--- src/rtl/ram_channel_client.sv ---
`default_nettype none
// ============================================================================
// Module   : ram_channel_client
// Purpose  : Load/store initiator between the CPU memory stage and one read
//            channel plus one write channel of the SRAM arbiter. Takes one
//            request at a time over valid/ready, runs the edge-triggered
//            size-strobe protocol on the selected channel, and returns a
//            single-cycle response with sign/zero-extended load data.
//            A watchdog turns a stuck channel into an error response.
// Ports    : clk, reset_n          clock, asynchronous active-low reset
//            req_*                 CPU request (valid/ready handshake)
//            resp_*                one-cycle response pulse + held data/error
//            rd_*                  read channel (address, size strobe, data, ready)
//            wr_*                  write channel (address, size strobe, data, ready)
// Revision : 1.0 - initial release
// ============================================================================
module ram_channel_client #(
  parameter int unsigned TIMEOUT_CYCLES = 64
) (
  input  logic        clk,
  input  logic        reset_n,
  // CPU request side
  input  logic        req_valid,
  output logic        req_ready,
  input  logic        req_write,
  input  logic [1:0]  req_size,
  input  logic        req_unsigned,
  input  logic [31:0] req_address,
  input  logic [31:0] req_wdata,
  // CPU response side
  output logic        resp_valid,
  output logic [31:0] resp_rdata,
  output logic        resp_error,
  // read channel
  output logic [31:0] rd_address,
  output logic [1:0]  rd_sig_read,
  input  logic [31:0] rd_data,
  input  logic        rd_is_ready,
  // write channel
  output logic [31:0] wr_address,
  output logic [1:0]  wr_sig_write,
  output logic [31:0] wr_data,
  input  logic        wr_is_ready
);

  localparam logic [15:0] C_CNT_LAST = 16'(TIMEOUT_CYCLES - 1);

  typedef enum logic [2:0] {
    S_IDLE   = 3'd0,
    S_ARB    = 3'd1,
    S_STROBE = 3'd2,
    S_GUARD  = 3'd3,
    S_WAIT   = 3'd4,
    S_RESP   = 3'd5
  } state_t;

  state_t      state_q;
  logic        write_q;
  logic [1:0]  size_q;
  logic        unsigned_q;
  logic [15:0] cnt_q;

  logic        resp_valid_q;
  logic [31:0] resp_rdata_q;
  logic        resp_error_q;
  logic [31:0] rd_address_q;
  logic [1:0]  rd_sig_q;
  logic [31:0] wr_address_q;
  logic [1:0]  wr_sig_q;
  logic [31:0] wr_data_q;

  logic        sel_ready;
  logic [31:0] ld_ext_d;

  // Only the channel that owns the current request is watched.
  assign sel_ready = write_q ? wr_is_ready : rd_is_ready;

  // Load extension; upper channel bits are ignored for byte/half loads.
  always_comb begin
    ld_ext_d = rd_data;
    case (size_q)
      2'd1:    ld_ext_d = {{24{~unsigned_q & rd_data[7]}}, rd_data[7:0]};
      2'd2:    ld_ext_d = {{16{~unsigned_q & rd_data[15]}}, rd_data[15:0]};
      default: ld_ext_d = rd_data;
    endcase
  end

  always_ff @(posedge clk or negedge reset_n) begin
    if (!reset_n) begin
      state_q      <= S_IDLE;
      write_q      <= 1'b0;
      size_q       <= 2'd0;
      unsigned_q   <= 1'b0;
      cnt_q        <= 16'd0;
      resp_valid_q <= 1'b0;
      resp_rdata_q <= 32'd0;
      resp_error_q <= 1'b0;
      rd_address_q <= 32'd0;
      rd_sig_q     <= 2'd0;
      wr_address_q <= 32'd0;
      wr_sig_q     <= 2'd0;
      wr_data_q    <= 32'd0;
    end else begin
      // The response is a single-cycle pulse; data/error stay held.
      resp_valid_q <= 1'b0;
      case (state_q)
        S_IDLE: begin
          if (req_valid) begin
            write_q    <= req_write;
            size_q     <= req_size;
            unsigned_q <= req_unsigned;
            if (req_size == 2'd0) begin
              // Illegal size: answer immediately, no channel traffic.
              state_q      <= S_RESP;
              resp_valid_q <= 1'b1;
              resp_error_q <= 1'b1;
              resp_rdata_q <= 32'd0;
            end else begin
              state_q <= S_ARB;
              if (req_write) begin
                wr_address_q <= req_address;
                wr_data_q    <= req_wdata;
              end else begin
                rd_address_q <= req_address;
              end
            end
          end
        end
        S_ARB: begin
          // Wait for the channel to drain anything still in flight
          // (including an operation we previously abandoned on timeout).
          if (sel_ready) begin
            state_q <= S_STROBE;
            if (write_q) wr_sig_q <= size_q;
            else         rd_sig_q <= size_q;
          end
        end
        S_STROBE: begin
          rd_sig_q <= 2'd0;
          wr_sig_q <= 2'd0;
          state_q  <= S_GUARD;
        end
        S_GUARD: begin
          // The arbiter may still report ready from before it saw the
          // strobe, so ready is not trusted in this cycle.
          cnt_q   <= 16'd0;
          state_q <= S_WAIT;
        end
        S_WAIT: begin
          if (sel_ready) begin
            state_q      <= S_RESP;
            resp_valid_q <= 1'b1;
            resp_error_q <= 1'b0;
            resp_rdata_q <= write_q ? 32'd0 : ld_ext_d;
          end else if (cnt_q == C_CNT_LAST) begin
            state_q      <= S_RESP;
            resp_valid_q <= 1'b1;
            resp_error_q <= 1'b1;
            resp_rdata_q <= 32'd0;
          end else begin
            cnt_q <= cnt_q + 16'd1;
          end
        end
        S_RESP: begin
          state_q <= S_IDLE;
        end
        default: begin
          state_q <= S_IDLE;
        end
      endcase
    end
  end

  assign req_ready    = (state_q == S_IDLE);
  assign resp_valid   = resp_valid_q;
  assign resp_rdata   = resp_rdata_q;
  assign resp_error   = resp_error_q;
  assign rd_address   = rd_address_q;
  assign rd_sig_read  = rd_sig_q;
  assign wr_address   = wr_address_q;
  assign wr_sig_write = wr_sig_q;
  assign wr_data      = wr_data_q;

endmodule
`default_nettype wire

--- config.mk ---
export PLATFORM = sky130hd
export DESIGN_NAME = ram_channel_client
export DESIGN_NICKNAME = d
export VERILOG_FILES = /design/src/rtl/ram_channel_client.sv
export SDC_FILE = /design/constraint.sdc
export NUM_CORES = 1
export LEC_CHECK = 0
export ABC_AREA = 1
export CORE_MARGIN = 5
export CORE_UTILIZATION = 49
export DETAILED_ROUTE_END_ITERATION = 8
export GPL_TIMING_DRIVEN = 0
export PLACE_DENSITY = 0.86
export SETUP_SLACK_MARGIN = 0.15
export SYNTH_ARGS = -nofsm -noshare
export SYNTH_HDL_FRONTEND = slang
export SYNTH_SLANG_ARGS = --single-unit
--- constraint.sdc ---
create_clock -name clk -period 2.5 [get_ports clk]
set_input_delay 0.375 -clock clk [delete_from_list [all_inputs] [get_ports clk]]
set_output_delay 0.375 -clock clk [all_outputs]
set_load 0.02 [all_outputs]
Word level (Yosys, flattened, before mapping)
Index checks and enable logic that the tools add are counted.
{"block": "word_totals", "register_bits": 157, "inputBits": 105, "output_inout_bits": 135, "wordCells": 80}
{"block": "classes", "n_addsub": 1, "n_eq_ne": 15, "mux": 33, "bitwise": 5, "n_reduce_logical": 13}
{"op": "2-to-1 mux 32 bit", "count": 5}
{"op": "case mux 32 bit (2 select lines)", "count": 2}
{"op": "2-to-1 mux 16 bit", "count": 2}
{"op": "case mux 16 bit (2 select lines)", "count": 1}
{"op": "adder 16 x 1 -> 16 bit (second input constant)", "count": 1}
{"op": "== test 16 x 6 -> 1 bit (second input constant)", "count": 1}
{"op": "2-to-1 mux 3 bit", "count": 5}
{"op": "case mux 3 bit (5 select lines)", "count": 1}
{"op": "!= test 2 bit (second input constant)", "count": 6}
{"op": "AND reduction 3 bit", "count": 4}
{"op": "AND reduction 4 bit", "count": 3}
{"op": "2-to-1 mux 1 bit", "count": 9}
{"op": "2-to-1 mux 2 bit", "count": 4}
{"op": "case mux 2 bit (2 select lines)", "count": 2}
{"op": "== test 3 x 2 -> 1 bit (second input constant)", "count": 2}
{"op": "nonzero test 2 bit", "count": 3}
{"op": "case mux 1 bit (2 select lines)", "count": 2}
{"op": "== test 3 x 1 -> 1 bit (second input constant)", "count": 1}
{"op": "== test 3 bit (second input constant)", "count": 1}
{"op": "zero test 3 bit", "count": 1}
{"op": "!= test 3 bit (second input constant)", "count": 1}
{"op": "NOT 1 bit", "count": 3}
{"op": "AND 1 bit", "count": 2}
{"op": "== test 2 x 1 -> 1 bit (second input constant)", "count": 1}
{"op": "4 further kinds", "count": 4}

Depth between registers and ports, before layout
{"block": "depth", "ltp_word": 6, "depth_mapped": 11, "mapped_depth_nobuf": 11}

Worst setup path before layout
Ideal clock, no wire load.
{"block": "synth_timing", "path_type": "register to register", "from": "register cnt_q[0]", "to": "register resp_rdata_q[21], in the netlist resp_rdata[21]", "setup_time_ns": 0.066, "t_arrival_ns": 1.520, "t_required_ns": 2.434, "path_slack_ns": 0.915, "path_stages_with_launch": 12, "n_path_buf": 1, "synth_period_minus_slack_ns": 1.585, "cell_sequence": "dfrtp_1 > ha_1 > nand2_1 > inv_1 > nand2_1 > nor2_1 > nand2_1 > nand2_1 > nand2_1 > clkbuf_1 > nand3_1 > nand2_1"}
{"block": "synth_via", "elab_chain_cells": 3}
{"element": "start, declared", "line_no": "61", "rtl": "logic [15:0] cnt_q;"}
{"element": "start signal, assigned", "line_no": "161", "rtl": "cnt_q <= cnt_q + 16'd1;"}
{"element": "== test 16 x 6 -> 1 bit", "line_no": "155", "rtl": "end else if (cnt_q == C_CNT_LAST) begin"}
{"element": "!= test 3 bit (no line)"}
{"element": "AND reduction 4 bit (no line)"}
{"element": "end signal, assigned", "line_no": "154", "rtl": "resp_rdata_q <= write_q ? 32'd0 : ld_ext_d;"}
{"element": "end, declared", "line_no": "64", "rtl": "logic [31:0] resp_rdata_q;"}
Every way passes these cells.
A chain may end at the register's enable or synchronous reset.

Final worst setup path
{"block": "layout_timing", "from": "register state_q[1]", "to": "output port req_ready"}
{"block": "layout_via", "elab_chain_cells": 1}
{"element": "start, declared", "line_no": "57", "rtl": "state_t state_q;"}
{"element": "start signal, assigned", "line_no": "90", "rtl": "state_q <= S_IDLE;"}
{"element": "start signal, assigned", "line_no": "114", "rtl": "state_q <= S_RESP;"}
{"element": "start signal, assigned", "line_no": "119", "rtl": "state_q <= S_ARB;"}
{"element": "zero test 3 bit", "line_no": "174", "rtl": "assign req_ready = (state_q == S_IDLE);"}
{"element": "end, declared", "line_no": "24", "rtl": "output logic req_ready,"}
Every way passes these cells.

==> metrics.cfg <==
[critical_path]
crit_fanout = 4
arrival_ns = 1.82
crit_chain = nor2_4 > nand2_4 > inv_1 > clkdlybuf4s50_1
worstPathRequired_ns = 2.12
worstSetupPathType = flip-flop to primary output
cp_slowest_stage_delay_ns = 0.65
reg2regPathDepth = 11
cp-start-kind = flip-flop
end_kind = primary output
cpMaxStageDelayCell = clkdlybuf4s50_1

[worst_hold_path]
hold_class = input port to async pin

[timing]
rsz0062_at_grt = no
fmax_mhz = 456
finalSetupViolCount = 0
tightestPinTransition_ns = 0.787
whs_ns = -0.0141
period_minus_slack_ns = 2.19
final_hold_viol_count = 3
fin_skew_ns = 0.00749
fin_setup_tns_ns = 0
maxSlewHeadroom_pct = 47.5
finalMaxSlewViolations = 0
period_share_pct = 87.7

[clock_tree]
cts_buffer_depth = 2
clock_latency_ns = 0.42
cts_hold_buf = 0
path_clk_slew_ns = 0.06
post_cts_buffers = 0
htreeDepth = 4
cts_sinks = 157
cts_tree = yes
cts.repair.resized = 0
numCtsBuffers = 17
cts-root-buf = clkbuf_16

[global_route]
grt_pass1_vias = 6854
track_usage_pct = 25.8
antenna_found_initial = 1
grt_pass1_wl_mm = 33.8
grt_max_degree = 84
grt-ovfl-total = 0

[synth]
ys_ff_latch = 157
yosysWarnings = 0
synth.distinct_cells = 28
yosysSeqAreaShare_pct = 57.1
synth.top_cell.area_share_pct = 57.1
syn_area_per_cell_um2 = 8.30
synth_common_cells = nand2_1 (342), dfrtp_1 (157), o21ai_0 (133)
yosys.cell_count.top_type = nand2_1
yosys-top-cells-area = dfrtp_1 (57%), nand2_1 (19%), o21ai_0 (9.7%)
netlist_area_mm2 = 0.00688
synth.net_count = 937
synth-async-reset-ratio_pct = 100
synthCells = 829
yosys_most_used_dff = dfrtp_1
yosys.area.top_type = dfrtp_1
synth_edf_count = 0

[floorplan]
die_h_um = 128
die_w_um = 128
num_io_pins = 240
initial_core_util_pct = 49.8
die_area_mm2 = 0.0165
coreArea_mm2 = 0.0138
rows = 43

[status]
status = complete, but fails checks
violations = hold timing

[route]
drc = 0
wirelength_mm = 20.9
wl_per_cell_um = 16.3
antenna_left = 0
first_pass_iters = 5
routed_via_density = 5.15
drtIter0Drc = 419
num_vias = 6604

[power_and_ir_drop]
total_leakage_power_nw = 4.86
ir_drop_v = 0.000749
p_per_area_mw_per_mm2 = 1220

[place]
place_congestion = 0.895
dp.cells = 1249
dpl_cell_area_mm2 = 0.00953
portBuffers = 239
dpl.hpwl_mm = 15.0

[final_layout]
layout-drive-gt1-share_pct = 5.72
layout.nets = 1196
stdcell_area_mm2 = 0.0102
fin_cells = 1282
post-route-util_pct = 73.6
area_growth_pct = 47.9

[run]
drv_cap = 0

## sequential cells by signal, indices dropped and copies added, names as in the netlist
name,cells
cnt_q,16
rd_address,32
rd_sig_read,2
resp_error,1
resp_rdata,32
resp_valid,1
size_q,2
state_q,3
unsigned_q,1
wr_address,32
wr_data,32
wr_sig_write,2
write_q,1
## logic make-up (layout without fill, tap and decap cells)
family	after synthesis	count (layout)	share of synthesized area, %
simple gates	454	454	27.2
compound gates	137	137	10.0
flops	157	157	57.1
xor+xnor	3	3	0.382
other cells	0	1	0
buf+inv	75	347	4.73
fa+ha+maj	3	3	0.546
## critical path: cells and delay by family, from the launching register on
kind / cells / cell delay, ns
buf+inv: 2 / 0.71
flops: 1 / 0.43
simple gates: 2 / 0.25
## cell usage in the layout, fill, tap and decap left out, drive strengths merged
master         Yosys  final
bufinv             0      4
clkinvlp           0      2
nor2              36     36
o21ai            133    133
diode              0      1
buf               20     22
dfrtp            157    157
nor3b              1      1
o31ai              1      1
nor3               5      5
xor2               2      2
nand2            344    344
a21oi              2      2
clkdlybuf4s50      0    238
nand3             62     62
inv               32     36
clkbuf            23     44
clkinv             0      1
nand4              4      4
ha                 3      3
or2                2      2
xnor2              1      1
o21bai             1      1
## path summary, 6_finish.rpt
path / start / endpoint / slack, ns
setup / recovery: state_q[1] / req_ready / 0.31
hold / removal: reset_n / wr_address[24] / -0.01
setup reg to reg: cnt_q[1] / resp_rdata[22] / 0.48
hold reg to reg: wr_data[17] / wr_data[17] / 0.50
max in group asynchronous: reset_n / wr_data[19] / 1.66
min in group clk: req_wdata[3] / wr_data[3] / 0.49
## power by group
part | switching [W] | internal (W)
clock network | 0.00105 | 0.00177
registers | 0.000566 | 0.00357
logic | 0.00316 | 0.00235
total | 0.00477 | 0.00769
## layout make-up
type                            count  area [um2]
Inverter                           32         120
Buffer                             43         205
Clock inverter                     11         179
Clock buffer                       21         470
Timing Repair Buffer              240        2420
Multi-Input combinational cell    597        2630
Tap cell                          180         225
Fill cell                         975        3650
Sequential cell                   157        3930
Antenna cell                        1        2.50
## layer usage
metal,GRT usage (%),vias up,share of wire [%]
met4,8.21,0,1.9
li1,-,3191,-
met1,29.2,3124,38
met2,44.9,260,50
met3,10.4,29,9.2
met5,0,-,0
## through the flow
stage / worst slack, ns / power (W)
global placement: -5.33 / 0.00949
finish: 0.308 / 0.0125
floorplan: 0.915 / 0.00679
CTS: 0.288 / 0.0125
detailed placement: 0.239 / 0.00964
global route: 0.234 / 0.0132
Power figures use the tool's default switching activity.
